`config.mk`:
```
export PLATFORM = sky130hd
export DESIGN_NAME = adc_scan_sequencer
export DESIGN_NICKNAME = d
export VERILOG_FILES = /design/src/rtl/adc_scan_sequencer.sv
export SDC_FILE = /design/constraint.sdc
export NUM_CORES = 1
export LEC_CHECK = 0
export ABC_AREA = 0
export BUFFER_PORTS_ARGS = -buffer_cell sky130_fd_sc_hd__buf_2
export CAP_MARGIN = 30
export CORE_ASPECT_RATIO = 1.1
export CORE_UTILIZATION = 54
export CTS_CLUSTER_SIZE = 28
export DETAILED_ROUTE_END_ITERATION = 8
export PLACE_DENSITY = 0.77
export SLEW_MARGIN = 15
export SYNTH_ARGS = -nofsm -noshare
export SYNTH_HDL_FRONTEND = slang
export SYNTH_SLANG_ARGS = --single-unit
```
`constraint.sdc`:
```
create_clock -name clk -period 5.1 [get_ports clk]
set_clock_uncertainty 0.05 [all_clocks]
set_input_delay 1.02 -clock clk [delete_from_list [all_inputs] [get_ports clk]]
set_output_delay 1.02 -clock clk [all_outputs]
set_load 0.02 [all_outputs]
```
`src/rtl/adc_scan_sequencer.sv`:
```
// Scan sequencer for an SPI ADC: walks the enabled channel list, issues one SPI
// frame per channel and stores the pipelined conversion results in a table.
module adc_scan_sequencer #(
  parameter int unsigned GAP = 2
) (
  input  logic        clk,
  input  logic        reset,
  input  logic        start,
  input  logic        cont,
  input  logic [7:0]  ch_mask,
  output logic [15:0] mo_data,
  output logic        mo_load,
  input  logic        busy,
  input  logic [15:0] mi_data,
  output logic        result_valid,
  output logic [2:0]  result_ch,
  output logic [11:0] result_data,
  input  logic [2:0]  rd_addr,
  output logic [11:0] rd_data,
  output logic        scan_done,
  output logic        active,
  output logic        fault
);

  localparam int unsigned CH_W  = 3;
  localparam int unsigned RES_W = 12;
  localparam int unsigned CNT_W = 4;
  localparam int unsigned N_CH  = 8;

  localparam logic [2:0] S_IDLE  = 3'd0;
  localparam logic [2:0] S_LOAD  = 3'd1;
  localparam logic [2:0] S_ARM   = 3'd2;
  localparam logic [2:0] S_XFER  = 3'd3;
  localparam logic [2:0] S_STORE = 3'd4;
  localparam logic [2:0] S_GAP   = 3'd5;

  logic [2:0]       state_q, state_d;
  logic [7:0]       mask_q, mask_d;
  logic [CH_W-1:0]  cur_ch_q, cur_ch_d;
  logic [CH_W-1:0]  prev_ch_q, prev_ch_d;
  logic             first_q, first_d;
  logic [CNT_W-1:0] idx_q, idx_d;
  logic             arm_cnt_q, arm_cnt_d;
  logic [CNT_W-1:0] gap_cnt_q, gap_cnt_d;
  logic             end_q, end_d;

  logic             mo_load_q, mo_load_d;
  logic [15:0]      mo_data_q, mo_data_d;
  logic             result_valid_q, result_valid_d;
  logic [CH_W-1:0]  result_ch_q, result_ch_d;
  logic [RES_W-1:0] result_data_q, result_data_d;
  logic             scan_done_q, scan_done_d;
  logic             active_q, active_d;
  logic             fault_q, fault_d;

  logic [RES_W-1:0] table_q [N_CH];
  logic             tbl_we;
  logic [CH_W-1:0]  tbl_waddr;
  logic [RES_W-1:0] tbl_wdata;
  logic             discard;
  logic             unused_mi;

  assign unused_mi = ^mi_data[15:12];

  function automatic logic [CH_W-1:0] lowest_ch(input logic [7:0] m);
    lowest_ch = '0;
    for (int i = 7; i >= 0; i--) begin
      if (m[i]) lowest_ch = CH_W'(i);
    end
  endfunction

  function automatic logic [CH_W-1:0] highest_ch(input logic [7:0] m);
    highest_ch = '0;
    for (int i = 0; i < 8; i++) begin
      if (m[i]) highest_ch = CH_W'(i);
    end
  endfunction

  // Next enabled channel after cur, wrapping; a single-channel mask returns cur.
  function automatic logic [CH_W-1:0] next_ch(input logic [7:0] m, input logic [CH_W-1:0] cur);
    logic [CH_W-1:0] c;
    next_ch = cur;
    for (int k = 8; k >= 1; k--) begin
      c = cur + CH_W'(k);
      if (m[c]) next_ch = c;
    end
  endfunction

  // Only frame 0 of a first scan carries a stale result from an unknown address.
  assign discard = first_q && (idx_q == '0);

  always_comb begin
    state_d        = state_q;
    mask_d         = mask_q;
    cur_ch_d       = cur_ch_q;
    prev_ch_d      = prev_ch_q;
    first_d        = first_q;
    idx_d          = idx_q;
    arm_cnt_d      = arm_cnt_q;
    gap_cnt_d      = gap_cnt_q;
    end_d          = end_q;
    result_valid_d = 1'b0;
    result_ch_d    = result_ch_q;
    result_data_d  = result_data_q;
    scan_done_d    = 1'b0;
    fault_d        = fault_q;
    tbl_we         = 1'b0;
    tbl_waddr      = prev_ch_q;
    tbl_wdata      = result_data_q;

    case (state_q)
      S_IDLE: begin
        if (start && (ch_mask != 8'h00)) begin
          mask_d   = ch_mask;
          fault_d  = 1'b0;
          idx_d    = '0;
          first_d  = 1'b1;
          cur_ch_d = lowest_ch(ch_mask);
          state_d  = S_LOAD;
        end
      end
      S_LOAD: begin
        arm_cnt_d = 1'b0;
        state_d   = S_ARM;
      end
      S_ARM: begin
        if (busy) begin
          state_d = S_XFER;
        end else if (arm_cnt_q) begin
          fault_d = 1'b1;
          state_d = S_IDLE;
        end else begin
          arm_cnt_d = 1'b1;
        end
      end
      S_XFER: begin
        if (!busy) begin
          state_d = S_STORE;
          if (!discard) begin
            result_valid_d = 1'b1;
            result_ch_d    = prev_ch_q;
            result_data_d  = mi_data[RES_W-1:0];
          end
        end
      end
      S_STORE: begin
        tbl_we    = !discard;
        end_d     = !discard && (prev_ch_q == highest_ch(mask_q));
        idx_d     = idx_q + CNT_W'(1);
        gap_cnt_d = '0;
        state_d   = S_GAP;
      end
      S_GAP: begin
        if (gap_cnt_q == CNT_W'(GAP - 1)) begin
          if (!end_q) begin
            prev_ch_d = cur_ch_q;
            cur_ch_d  = next_ch(mask_q, cur_ch_q);
            state_d   = S_LOAD;
          end else begin
            scan_done_d = 1'b1;
            if (cont && (ch_mask != 8'h00)) begin
              idx_d   = '0;
              state_d = S_LOAD;
              // Same mask: the last c0 frame doubles as frame 0 of the next scan.
              if (ch_mask == mask_q) begin
                first_d   = 1'b0;
                prev_ch_d = cur_ch_q;
                cur_ch_d  = next_ch(mask_q, cur_ch_q);
              end else begin
                mask_d   = ch_mask;
                first_d  = 1'b1;
                cur_ch_d = lowest_ch(ch_mask);
              end
            end else begin
              state_d = S_IDLE;
            end
          end
        end else begin
          gap_cnt_d = gap_cnt_q + CNT_W'(1);
        end
      end
      default: state_d = S_IDLE;
    endcase

    mo_load_d = (state_d == S_LOAD);
    mo_data_d = {2'b00, cur_ch_d, 11'b0};
    active_d  = (state_d != S_IDLE);
  end

  always_ff @(posedge clk or posedge reset) begin
    if (reset) begin
      state_q        <= S_IDLE;
      mask_q         <= '0;
      cur_ch_q       <= '0;
      prev_ch_q      <= '0;
      first_q        <= 1'b0;
      idx_q          <= '0;
      arm_cnt_q      <= 1'b0;
      gap_cnt_q      <= '0;
      end_q          <= 1'b0;
      mo_load_q      <= 1'b0;
      mo_data_q      <= '0;
      result_valid_q <= 1'b0;
      result_ch_q    <= '0;
      result_data_q  <= '0;
      scan_done_q    <= 1'b0;
      active_q       <= 1'b0;
      fault_q        <= 1'b0;
      for (int i = 0; i < N_CH; i++) table_q[i] <= '0;
    end else begin
      state_q        <= state_d;
      mask_q         <= mask_d;
      cur_ch_q       <= cur_ch_d;
      prev_ch_q      <= prev_ch_d;
      first_q        <= first_d;
      idx_q          <= idx_d;
      arm_cnt_q      <= arm_cnt_d;
      gap_cnt_q      <= gap_cnt_d;
      end_q          <= end_d;
      mo_load_q      <= mo_load_d;
      mo_data_q      <= mo_data_d;
      result_valid_q <= result_valid_d;
      result_ch_q    <= result_ch_d;
      result_data_q  <= result_data_d;
      scan_done_q    <= scan_done_d;
      active_q       <= active_d;
      fault_q        <= fault_d;
      if (tbl_we) table_q[tbl_waddr] <= tbl_wdata;
    end
  end

  assign mo_load      = mo_load_q;
  assign mo_data      = mo_data_q;
  assign result_valid = result_valid_q;
  assign result_ch    = result_ch_q;
  assign result_data  = result_data_q;
  assign scan_done    = scan_done_q;
  assign active       = active_q;
  assign fault        = fault_q;
  assign rd_data      = table_q[rd_addr];

endmodule

```
==> run summary, run 1 <==
Yosys mapped the design onto 67 distinct sky130hd cell types. The worst setup path is launched from an input port. The largest total area in the synthesized netlist belongs to sky130_fd_sc_hd__dfrtp_1. STA classifies the critical path endpoint as a primary output. The critical path's most frequent cell is sky130_fd_sc_hd__buf_2. TritonCTS built the clock tree. Global routing used 23.7% of the available tracks across all layers. From bottom edge to top edge, the die measures 126 um.

For this run, the post-layout net count is 665. At the end of routability-driven placement, the weighted congestion stood at 0.908. Internal power component: 3.01 mW.

For the portion of total power attributed to the clock network, the log shows 27.1%. By startpoint and endpoint, the worst setup path is classified as in2out. Row generation in the floorplan step produced 44 rows. For the net switching power, the log shows 1.77 mW. No sink is reached through more buffers than the 2 on the longest clock path. The number of flops mapped to enable cells by yosys is 0.

The critical path goes through buf_2 > mux4_2 > mux2_2 > buf_2. The number of instances in the synthesized netlist was 575; the largest fanout of any net on the critical path was 24. Async set-or-reset flop fraction in the synthesized netlist: 100%.

The tools report the end of the worst register-to-register path as cur_ch_q[0]. The analysis attributes to cell leakage a power of 4.10 nW. The clock sink count is 144, and the area of placed instances is 7900 sq um. The worst flop-to-flop path startpoint is cur_ch_q[1].

Port buffering added 62 buffers. The top-level port count was 80. The worst slew slack as a fraction of its limit came out at 42.0%. The run gives 7560 sq um as the synthesized cell area. TritonCTS created 17 clock buffers. The final-report hold violation count is 0, and the number of global-route vias before repair is 4940. The remaining antenna violation count after routing was 0.

The first global-routing pass estimated 26.0 mm of wire. In this run the biggest area consumer among cell types represents 47.7% of the synthesized area. By area the synthesized netlist is led by sky130_fd_sc_hd__dfrtp_1 (48%), sky130_fd_sc_hd__mux2_2 (20%), sky130_fd_sc_hd__mux4_2 (9.2%).

The final-layout setup total negative slack was 0 ns. The layout cell share with drive strength beyond 1 is 43.3%, and the part of the cycle the worst path needs is 75.0%. Combinational logic is responsible for 35.7% of the overall power. The wire length per cell is 19.1 um. The later pin in the worst-skew pair is clocked with a latency of 0.43 ns.

The logs give 0 for the number of gates resized after CTS and 0.000325 V for the largest vdd supply drop. Buffers inserted to repair hold after CTS numbered 0. The worst-case reg-to-reg path depth is 8, and the number of buffers inserted by post-CTS setup repair is 0. Across all register-to-register paths, the minimum setup slack is 1.32 ns. The required time of the critical path was 4.03 ns; the DRC violations left was 0.

Before antenna repair, the detailed router went through 4 iterations. In this run the clock root is driven by a sky130_fd_sc_hd__clkbuf_16. The type of the most critical hold path was reg2reg.

Dividing total power by cell area gives a power density of 558 nW/um^2. The slowest stage of the critical path is the sky130_fd_sc_hd__buf_2 cell. After layout, the design draws a total of 4.77 mW.

Setup violations remaining at the end of the flow were counted as 0. The share of the Yosys chip area taken by registers is 47.7%. Entering global routing, the biggest net connects 111 pins.

Clock-pin slew was measured on the worst setup and hold paths at 0.06 ns. The switching share of power is 37.0%, and the initial core utilization is 56.3%. Dividing the synthesized area by the synthesized cell count gives 13.1 sq um.

The die is 115 um wide. The floorplan step defined a core boundary enclosing 13400 sq um. Violation count after the first detailed-routing iteration: 327. The number of vias per cell is 5.91. The fill cell instance count of the final layout came out at 1012. The run gives 0 as the final count of pins violating max slew. Together, buffers and inverters on the worst path number 2. Relative to the synthesized area, the layout overhead comes to 13.2%. The tools report the total half-perimeter wirelength after legalization and detailed placement as 10.0 mm. The most used flip-flop cell after synthesis is sky130_fd_sc_hd__dfrtp_1.

For the sequential share of power, the log shows 37.3%. Setup repair after global routing left no endpoint under its margin. The tools report the achievable frequency as 261 MHz.

The initial antenna violation count is 1, and the residual overflow from global routing is 0. The largest incremental delay on the critical path works out to 0.65 ns. The smallest clock period supported by the final layout is computed as 3.83 ns.

The number of warning messages in the yosys log was 0; the overall die area was 14500 sq um. The number of violations of the max-capacitance limit is 0, and the worst-margin pin slew is 0.871 ns. The total wire length came out at 15.8 mm. The path with the worst hold slack has its endpoint at table_q[92].

For the data arrival time at the worst-slack endpoint, the log shows 2.76 ns. The flow ran to the end, and the final reports show no timing, DRC or antenna violations. The count of cells along the worst hold path is 1.

The post-synthesis sequential element count was 144. The area of all placed cells without fillers was 8560 sq um; the total number of H-tree levels was 4. Broken down by cell family, the worst path's largest delay share belongs to multiplexers.

Across all layers, the routed design uses 4877 vias. The startpoint identified for the worst hold timing path is table_q[92].
[logic make-up (layout without fill, tap and decap cells)]
group | Yosys count | in the layout | share of synthesized area, %
simple gates | 94 | 94 | 6.56
compound gates | 75 | 75 | 7.09
other cells | 1 | 14 | 0.0496
fa+ha+maj | 6 | 6 | 0.994
flops | 144 | 144 | 47.7
buf+inv | 66 | 119 | 4.84
mux | 175 | 175 | 31.2
xor+xnor | 14 | 14 | 1.62
[state kept, by name (all words and copies together), names as in the netlist, 3 cells and up]
register and count:
cur_ch_q 3, mask_q 8, result_ch 3, prev_ch_q 3
state_q 3, table_q 96, idx_q 4, gap_cnt_q 4
result_data 12
[cell usage after synthesis (4+ instances only)]
| master | count |
|---|---|
| sky130_fd_sc_hd__nand2_1 | 24 |
| sky130_fd_sc_hd__ha_1 | 6 |
| sky130_fd_sc_hd__nor2_1 | 28 |
| sky130_fd_sc_hd__clkbuf_1 | 8 |
| sky130_fd_sc_hd__buf_2 | 19 |
| sky130_fd_sc_hd__nor3_1 | 4 |
| sky130_fd_sc_hd__nand3b_1 | 4 |
| sky130_fd_sc_hd__inv_1 | 15 |
| sky130_fd_sc_hd__nor4_1 | 7 |
| sky130_fd_sc_hd__mux2i_1 | 8 |
| sky130_fd_sc_hd__a22o_1 | 8 |
| sky130_fd_sc_hd__o21ai_0 | 18 |
| sky130_fd_sc_hd__mux2_2 | 131 |
| sky130_fd_sc_hd__buf_4 | 15 |
| sky130_fd_sc_hd__mux4_2 | 31 |
| sky130_fd_sc_hd__a21oi_1 | 8 |
| sky130_fd_sc_hd__nand2b_1 | 4 |
| sky130_fd_sc_hd__xor2_1 | 11 |
| sky130_fd_sc_hd__dfrtp_1 | 144 |
| sky130_fd_sc_hd__a31oi_1 | 4 |
[metal layers]
metal  part of all wire [%]  GRT usage, %
met1                     43          30.9
met2                     51          38.4
met3                    4.3          6.26
met4                    1.9          8.48
met5                      0             0
[cell usage in the layout (no fill, tap or decap), drive strengths merged, types with 4 or more instances in the layout]
| cell | n |
|---|---|
| dfrtp | 144 |
| mux2 | 133 |
| buf | 70 |
| mux4 | 34 |
| nor2 | 28 |
| nand2 | 24 |
| clkbuf | 20 |
| o21ai | 19 |
| inv | 18 |
| conb | 13 |
| xor2 | 11 |
| a21oi | 8 |
| a22o | 8 |
| mux2i | 8 |
| nor4 | 7 |
| ha | 6 |
| clkinv | 6 |
| nand2b | 5 |
| nor3 | 5 |
| nand3b | 4 |
| a31oi | 4 |
| nor3b | 4 |
[final cells by class]
type / count / area [sq um] / share of cell area (%)
well taps: 184 / 230 / 2.69
multi-input cells: 377 / 3630 / 42.5
repair buffers: 70 / 394 / 4.61
clock inverters: 12 / 155 / 1.81
clock buffers: 20 / 467 / 5.45
diodes: 1 / 2.50 / 0.0292
flip-flops and latches: 144 / 3600 / 42.1
inverters: 17 / 68.8 / 0.804
[through the flow]
stage,util [%],setup slack [ns],hold WS (ns),cells
after floorplan,-,0.164,0.401,587
after global placement,58.7,1.23,0.413,789
after detailed placement,58.8,1.24,0.428,790
after CTS,63.4,1.22,0.441,822
after global routing,63.7,1.12,0.451,824
final,63.7,1.27,0.438,825
[how the worst max path moves through the flow]
stage	startpoint	cells past startpoint	end
floorplan	reset	1	active
global placement	rd_addr[0]	4	rd_data[9]
detailed placement	rd_addr[0]	4	rd_data[9]
CTS	rd_addr[0]	4	rd_data[9]
global route	cur_ch_q[1]	8	cur_ch_q[0]
finish	rd_addr[0]	4	rd_data[9]
[worst register-to-register path: stages, from the launching register on]
cell and delay (ns):
sky130_fd_sc_hd__dfrtp_1 0.74, sky130_fd_sc_hd__clkinv_1 0.43, sky130_fd_sc_hd__ha_1 0.58, sky130_fd_sc_hd__mux4_1 0.70, sky130_fd_sc_hd__mux2i_1 0.32, sky130_fd_sc_hd__or3_4 0.20
sky130_fd_sc_hd__o2111ai_1 0.16, sky130_fd_sc_hd__o2bb2ai_1 0.20, sky130_fd_sc_hd__a211o_1 0.29
[power by group through the flow]
stage / Sequential, mW / Clock, mW / Combinational [mW]
after global routing: 1.83 / 1.36 / 1.83
after CTS: 1.77 / 1.31 / 1.68
after floorplan: 1.66 / 0 / 1.38
after detailed placement: 1.79 / 0 / 1.67
after global placement: 1.76 / 0 / 1.60
final: 1.78 / 1.29 / 1.70
Power figures use the tool's default switching activity.
==> inputs of run 2 (changes only) <==
--- a/config.mk
+++ b/config.mk
@@ -5,14 +5,14 @@
 export SDC_FILE = /design/constraint.sdc
 export NUM_CORES = 1
 export LEC_CHECK = 0
-export ABC_AREA = 0
+export ABC_AREA = 1
 export BUFFER_PORTS_ARGS = -buffer_cell sky130_fd_sc_hd__buf_2
 export CAP_MARGIN = 30
 export CORE_ASPECT_RATIO = 1.1
-export CORE_UTILIZATION = 54
+export CORE_UTILIZATION = 59
 export CTS_CLUSTER_SIZE = 28
 export DETAILED_ROUTE_END_ITERATION = 8
-export PLACE_DENSITY = 0.77
+export PLACE_DENSITY = 0.8
 export SLEW_MARGIN = 15
 export SYNTH_ARGS = -nofsm -noshare
 export SYNTH_HDL_FRONTEND = slang
==> constraint.sdc (replaced) <==
create_clock -name clk -period 3.6 [get_ports clk]
set_clock_uncertainty 0.05 [all_clocks]
set_input_delay 0.72 -clock clk [delete_from_list [all_inputs] [get_ports clk]]
set_output_delay 0.72 -clock clk [all_outputs]
set_load 0.02 [all_outputs]
==> run 2 against run 1 <==
  * Sequential power rose by 34%
  * Setup slack got worse by 0.43 ns
  * Core utilization increased by 5.6 points
  * Critical path depth is 4 higher
  * Total power grew 44%
  * Register-to-register slack worse by 0.36 ns
  * Largest power group is now combinational logic
  * Highest routed layer unchanged
==> run summary, run 2 <==
The clock transition at the register clock pins on the worst setup and hold paths after CTS came out at 0.06 ns (about the same). The top-level port count was 80 (unchanged); the number of violations of the max-capacitance limit was 0 (unchanged). More flip-flops sit in one register than any other, and that register is table_q.

The chip width was 110 um (-4.6%). The cell family contributing the most delay on the critical path was buffers and inverters. The tools report the final-layout setup total negative slack as 0 ns (unchanged).

Wire length per cell: 14.7 um (-23%). The maximum buffer depth of the clock tree is 2 (unchanged), and the number of buffers inserted by post-CTS setup repair is 0 (unchanged). The largest fanout of any net on the critical path was 20 (-17%); the number of gates resized after CTS was 0 (unchanged). Category of the worst setup path capture point: a primary output.

The internal power component is 4.06 mW (+35%). The total half-perimeter wirelength after legalization and detailed placement is 10.8 mm (+7.6%), and the number of vias per cell is 5.53 (-6.5%). The combinational share of power was 38.3% (+2.6 points); the part of the cycle the worst path needs was 76.7%. The buffering stage count on the worst path with inverters included was 4 (+2). The multi-input combinational cell area was 3280 sq um (-9.6%). The global-route wire length before repair is 27.7 mm (+6.6%). The fill cell instance count of the final layout is 1003 (-0.89%). The remaining antenna violation count after routing came out at 0 (unchanged). The switching share of power is 40.9% (+3.8 points). Layout-stage area growth over the synthesis result: 12.5%. The achievable frequency came out at 362 MHz.

For the number of clock buffers inserted by TritonCTS, the log shows 17 (unchanged). The flow ran to the end, and the final reports show no timing, DRC or antenna violations. Traced cell by cell, the critical path runs through buf_2 > inv_1 > buf_12 > o21ai_0 > o22ai_1 > nor2_1 > a31oi_1 > buf_2. The number of instances in the synthesized netlist was 911 (+58%). The run gives 7 (+3) as the first-pass iteration count of the detailed router. The initial core utilization is 61.6% (+5.3 points), and the mean instance size in the synthesized netlist is 8.24 sq um (-37%).

The residual overflow from global routing is 0 (unchanged), and the number of nets at the end of the flow is 999 (+50%). The synthesized cell area was 7510 sq um (-0.65%); the final count of pins violating max slew was 0 (unchanged). The tools report the global-route usage over all layers as 27.7% (+4.0 points). The violation count after the first detailed-routing iteration came out at 468 (+43%). The critical path's slowest cell was sky130_fd_sc_hd__a31oi_1. For the total area of sequential cells, the log shows 3600 sq um (unchanged). The power per cell area came out at 814 nW/um^2 (+46%). The standby leakage power is 4.10 nW (about the same), and the number of global-route vias before repair is 5906 (+20%). For the portion of the post-synthesis area used by sequential elements, the log shows 48.0% (+0.31 points). Critical path's most frequent cell: sky130_fd_sc_hd__buf_2. For this run, the leading register cell type out of synthesis is sky130_fd_sc_hd__dfrtp_1. The library cell used most frequently in the layout, excluding fill and tap cells, is sky130_fd_sc_hd__nand2_1. The number of warning messages in the yosys log was 0 (unchanged); the required time of the critical path was 2.83 ns (-1.20 ns). The post-synthesis sequential element count is 144 (unchanged), and the hold buffer count at CTS is 0 (unchanged).

Worst-case reg-to-reg path depth: 15 (+7). The run gives 0 (-1) as the antenna diode instance count. The worst flop-to-flop path startpoint was cur_ch_q[0].

Summed over all instances, the cell type with the most area after synthesis is sky130_fd_sc_hd__dfrtp_1. The run gives 1.99 ns (-0.77 ns) as the data arrival time at the worst-slack endpoint. The initial antenna violation count is 0 (-1). The worst register-to-register path ends at cur_ch_q[0].

Ranked by total cell area, the synthesized netlist is headed by sky130_fd_sc_hd__dfrtp_1 (48%), sky130_fd_sc_hd__nand2_1 (11%), sky130_fd_sc_hd__o21ai_1 (5.8%). The class of the most critical setup path was in2out. The logs give 42 (-4.5%) for the number of standard-cell rows in the floorplan and 6237 (+28%) for the total number of vias.

The sequential share of power is 34.8% (-2.5 points). The type of the most critical hold path was in2async. The net switching power is 2.81 mW (+59%). Height of the chip: 120 um (-4.6%). The final-report hold violation count is 0 (unchanged). The library cells used most frequently in the layout, excluding fill and tap cells, are sky130_fd_sc_hd__nand2_1 (214), sky130_fd_sc_hd__dfrtp_1 (144), sky130_fd_sc_hd__nor2_1 (101). Insertion delay of the later-clocked pin in the worst-skew pair: 0.42 ns (about the same). The tools report the total wire length as 16.6 mm (+5.5%). The largest incremental delay on the critical path came out at 0.25 ns (-0.40 ns). The tree is rooted in a sky130_fd_sc_hd__clkbuf_16. The run gives 0.000531 V (+64%) as the largest vdd supply drop. Counting I/O delays and the setup requirement, the final critical path takes 2.76 ns. The overall die area came out at 13200 sq um (-8.9%).

The final estimated routing congestion in global placement is 0.861 (-5.3%). The pin count of the biggest net entering global routing came out at 59 (-47%). In the post-synthesis netlist, the cell with the most instances is sky130_fd_sc_hd__nand2_1. The layout cell share with drive strength beyond 1 was 16.9% (-26 points); the clock sink count was 144 (unchanged). The final setup violation count came out at 0 (unchanged). The tools report the launching element type of the critical path as an input port.

Worst slew slack as a fraction of its limit: 60.8% (+19 points). The tools report the area of all placed cells without fillers as 8440 sq um (-1.3%). The number of flip-flops in the largest register was 96 (unchanged); the number of distinct library cells after synthesis was 40 (-40%). The portion of total power attributed to the clock network was 26.9% (-0.2 points); the DRC violations left was 0 (unchanged). For the total number of H-tree levels, the log shows 4 (unchanged).

Logic depth of the worst setup path including buffers: 8 (+4). The core region area is 12200 sq um (-9.2%), and the number of buffer cells added on primary ports is 62 (unchanged). The share of the synthesized area in the top cell type is 48.0% (+0.31 points). Setup repair after global routing left no endpoint under its margin. The worst-margin pin slew is 0.582 ns (-0.288 ns). The area of placed instances was 7790 sq um (-1.3%). By count the netlist is led by sky130_fd_sc_hd__nand2_1 (214), sky130_fd_sc_hd__dfrtp_1 (144), sky130_fd_sc_hd__nor2_1 (101). TritonCTS built the clock tree.

The async set-or-reset flop fraction in the synthesized netlist is 100% (unchanged), and the number of flops mapped to enable cells by yosys is 0 (unchanged). Reg-to-reg setup timing slack: 0.96 ns (-0.36 ns).
==> run 2: worst reg2reg max path: stages, from the launching register on <==
cell and delay [ns]:
sky130_fd_sc_hd__dfrtp_1 0.57, sky130_fd_sc_hd__inv_1 0.29, sky130_fd_sc_hd__ha_1 0.47, sky130_fd_sc_hd__inv_1 0.21
sky130_fd_sc_hd__nand3_1 0.14, sky130_fd_sc_hd__nand3_1 0.14, sky130_fd_sc_hd__nand2_1 0.09, sky130_fd_sc_hd__nand2_1 0.07
sky130_fd_sc_hd__nand2_1 0.04, sky130_fd_sc_hd__nand2_1 0.05, sky130_fd_sc_hd__nand2_1 0.05, sky130_fd_sc_hd__nand2_1 0.07
sky130_fd_sc_hd__nand2_1 0.05, sky130_fd_sc_hd__nand2_1 0.05, sky130_fd_sc_hd__nand3_1 0.07, sky130_fd_sc_hd__a21oi_1 0.14
==> run 2: power by group through the flow <==
stage / clock network [mW] / logic [mW] / registers [mW]
after floorplan: 0 / 2.01 / 2.43
after global placement: 0 / 2.56 / 2.40
after detailed placement: 0 / 2.62 / 2.41
after CTS: 1.87 / 2.65 / 2.39
after global routing: 1.95 / 3.00 / 2.45
final: 1.85 / 2.63 / 2.39
==> run 2: layout make-up <==
cell class	count	share of cell area (%)
Clock inverter	14	2.25
Inverter	74	3.36
Clock buffer	18	5.20
Sequential cell	144	42.7
Multi-Input combinational cell	652	38.9
Timing Repair Buffer	72	5.31
Tap cell	154	2.28
==> run 2: how the worst max path moves through the flow <==
stage                      startpoint     endpoint
after floorplan            rd_addr[0]   rd_data[1]
after global placement     rd_addr[0]  rd_data[10]
after detailed placement   rd_addr[1]   rd_data[3]
after CTS                  rd_addr[1]   rd_data[3]
after global routing      cur_ch_q[0]  cur_ch_q[1]
final                      rd_addr[1]   rd_data[3]
==> run 2: kinds of logic (layout without fill, tap and decap cells) <==
logic type      Yosys count  in the layout  synth area share (%)
flops                   144            144                  48.0
compound gates          237            237                  17.7
other cells               1             13                0.0500
simple gates            390            390                  23.7
xor+xnor                  6              6                 0.700
fa+ha+maj                 6              6                  1.00
buf+inv                 127            178                  8.85
==> run 2: stage by stage <==
step | total power [mW] | util, % | worst slack, ns | hold slack, ns | cells
after floorplan | 4.44 | - | 0.975 | 0.400 | 923
after CTS | 6.91 | 69.1 | 0.837 | 0.424 | 1127
after detailed placement | 5.03 | 63.9 | 0.836 | 0.413 | 1095
after global routing | 7.39 | 69.2 | 0.737 | 0.138 | 1128
final | 6.87 | 69.2 | 0.840 | 0.143 | 1128
after global placement | 4.96 | 63.9 | 0.855 | 0.409 | 1095
==> run 2: routing by layer <==
metal / vias up / GRT usage, % / part of all wire [%]
met5: - / 0 / 0
met4: 0 / 12.2 / 3.1
met3: 40 / 4.91 / 4.1
met2: 170 / 47.5 / 51
met1: 2929 / 33.9 / 42
li1: 3098 / - / -
==> inputs of run 3 (changes only) <==
==> constraint.sdc (replaced) <==
create_clock -name clk -period 2.65 [get_ports clk]
set_clock_uncertainty 0.05 [all_clocks]
set_input_delay 0.53 -clock clk [delete_from_list [all_inputs] [get_ports clk]]
set_output_delay 0.53 -clock clk [all_outputs]
set_load 0.02 [all_outputs]
==> run 3 against run 2 <==
  * Critical path depth unchanged
  * Clock power up 32%
  * Non-clock buffer count up 5
  * Count of clock-buffer cells in the layout up 3
  * Critical path type unchanged
  * Highest routed layer unchanged
  * Core utilization down 0.092 points
  * Largest cell class unchanged
  * Via count up 1.1%
  * Sequential cell count unchanged
  * Register-to-register slack worse by 0.39 ns
  * Final cell count up 0.35%
  * Setup slack worse by 0.63 ns
==> run summary, run 3 (synthesized netlist as in run 2, its figures left out) <==
For the global-route usage over all layers, the log shows 28.1% (+0.40 points). The number of buffer cells added on primary ports is 62 (unchanged). Compared with the post-synthesis result, the final layout area differs by 12.3%. The number of gates resized after CTS is 0 (unchanged), and the number of clock buffers inserted by TritonCTS is 17 (unchanged).

Overall die area: 13200 sq um (unchanged). The tools report the number of violations of the max-capacitance limit as 0 (unchanged). The run gives 0 (unchanged) as the initial antenna violation count. The DRC violations left is 0 (unchanged). The smallest clock period supported by the final layout is computed as 2.44 ns. First-pass iteration count of the detailed router: 5 (-2). The number of buffers inserted by post-CTS setup repair was 0 (unchanged); the power per cell area was 1110 nW/um^2 (+36%).

The total wire length is 16.8 mm (+1.1%). The class of the most critical setup path is in2out. The tools report the core region area as 12200 sq um (unchanged).

The clock transition at the register clock pins on the worst setup and hold paths after CTS was 0.06 ns (about the same). The antenna diode instance count came out at 0 (unchanged). The launching element type of the critical path was an input port. For the number of cells in the finished layout apart from fillers, the log shows 1132 (+0.35%). The flow ran to the end, and the final reports show no timing, DRC or antenna violations. The run gives 6087 (+3.1%) as the number of global-route vias before repair. The logs give 144 (unchanged) for the clock sink count and 0.000800 V (+51%) for the largest vdd supply drop. For the hold buffer count at CTS, the log shows 0 (unchanged). The register with the most flip-flops in the final layout is table_q. The worst slew slack as a fraction of its limit is 47.4% (-13 points). Final setup violation count: 0 (unchanged). Layout cell share with drive strength beyond 1: 17.2% (+0.24 points). The global-route wire length before repair came out at 28.4 mm (+2.6%). The logs give 435 (-7.1%) for the violation count after the first detailed-routing iteration and 4 (unchanged) for the total number of H-tree levels.

The tools report the number of nets at the end of the flow as 1004 (+0.50%). The min-delay analysis places its worst path in the category in2async. The area of all placed cells without fillers was 8430 sq um (-0.13%). The final-layout setup total negative slack is 0 ns (unchanged), and the number of standard-cell rows in the floorplan is 42 (unchanged). The tools report the insertion delay of the later-clocked pin in the worst-skew pair as 0.42 ns (about the same). The number of flip-flops in the largest register is 96 (unchanged), and the achievable frequency is 410 MHz. The chip width was 110 um (unchanged).

The logs give 2 (unchanged) for the maximum buffer depth of the clock tree and 11.0 mm (+1.3%) for the total half-perimeter wirelength after legalization and detailed placement. The run gives 0 (unchanged) as the final count of pins violating max slew. For the number of cells in the design after placement, the log shows 1101 (+0.55%). The total number of vias was 6303 (+1.1%); the final-report hold violation count was 0 (unchanged). The wire length per cell came out at 14.8 um (+0.76%). Setup repair after global routing left no endpoint under its margin.

The run gives 0.245 ns (+0.102 ns) as the worst hold margin. The tools report the data arrival time at the worst-slack endpoint as 1.86 ns (-0.13 ns). The pin count of the biggest net entering global routing came out at 145 (+150%).

The residual overflow from global routing was 0 (unchanged). TritonCTS built the clock tree. The area of placed instances came out at 7830 sq um (+0.42%).

Leaving out fill and tap cells, the most frequent cell in the layout is sky130_fd_sc_hd__nand2_1. The top cell types in the final layout, fill and taps aside, are sky130_fd_sc_hd__nand2_1 (214), sky130_fd_sc_hd__dfrtp_1 (144), sky130_fd_sc_hd__nor2_1 (101). The standby leakage power is 4.10 nW (+0.19%). Final estimated routing congestion in global placement: 0.913 (+6.1%).

Category of the worst setup path capture point: a primary output. The part of the cycle the worst path needs is 92.1%. Fill cell instance count of the final layout: 1005 (+0.20%). The initial core utilization was 61.6% (unchanged).

The largest fanout of any net on the critical path came out at 15 (-25%). The worst-margin pin slew is 0.788 ns (+0.206 ns), and the remaining antenna violation count after routing is 0 (unchanged). Required time of the critical path: 2.07 ns (-0.76 ns). The cell chosen for the clock root was sky130_fd_sc_hd__clkbuf_16. For the top-level port count, the log shows 80 (unchanged). The number of vias per cell is 5.57 (+0.70%).

The height of the chip is 120 um (unchanged).
==> run 3: per-layer routing <==
layer | global-route usage, % | share of wire (%)
met5 | 0 | 0
met4 | 12.5 | 2.6
met3 | 5.98 | 4.2
met2 | 47.1 | 51
met1 | 34.7 | 43
==> run 3: cell type report <==
cell class | count | area [sq um] | share of cell area (%)
clock buffer | 21 | 470 | 5.58
clock inverter | 10 | 135 | 1.60
inverter | 74 | 284 | 3.37
multi-input combinational | 652 | 3280 | 39.0
sequential | 144 | 3600 | 42.7
tap | 154 | 193 | 2.29
timing repair buffer | 77 | 460 | 5.46
==> run 3: through the flow <==
stage                     util, %  power, mW  setup slack, ns
after floorplan                 -       6.03            0.265
after global placement       64.2       6.79            0.232
after detailed placement     64.2       6.91            0.226
after CTS                    69.2       9.38            0.216
after global routing         69.2       10.0            0.126
final                        69.2       9.33            0.208
==> run 3: report_power, final <==
part / internal (mW) / leakage [nW] / switching, mW
logic: 1.21 / 1.87 / 2.47
clock network: 1.54 / 0.299 / 0.907
registers: 2.76 / 1.93 / 0.447
total: 5.51 / 4.10 / 3.82
==> run 3: worst paths after layout <==
path | start | end | slack [ns] | cells after the start
setup reg to reg | cur_ch_q[0] | cur_ch_q[1] | 0.57 | 16
setup / recovery | rd_addr[1] | rd_data[10] | 0.21 | 8
min in group clk | mi_data[9] | result_data[9] | 0.26 | 3
hold reg to reg | table_q[73] | table_q[73] | 0.43 | 2
max in group asynchronous | reset | gap_cnt_q[2] | 1.68 | 3
hold / removal | reset | idx_q[2] | 0.25 | 3
==> run 3: worst max-delay path, stage by stage <==
cell and delay (ns):
sky130_fd_sc_hd__buf_2 0.21, sky130_fd_sc_hd__inv_1 0.11, sky130_fd_sc_hd__buf_4 0.19, sky130_fd_sc_hd__o21ai_0 0.10, sky130_fd_sc_hd__o22ai_1 0.13, sky130_fd_sc_hd__nor2_1 0.06, sky130_fd_sc_hd__a31oi_1 0.29, sky130_fd_sc_hd__buf_2 0.23
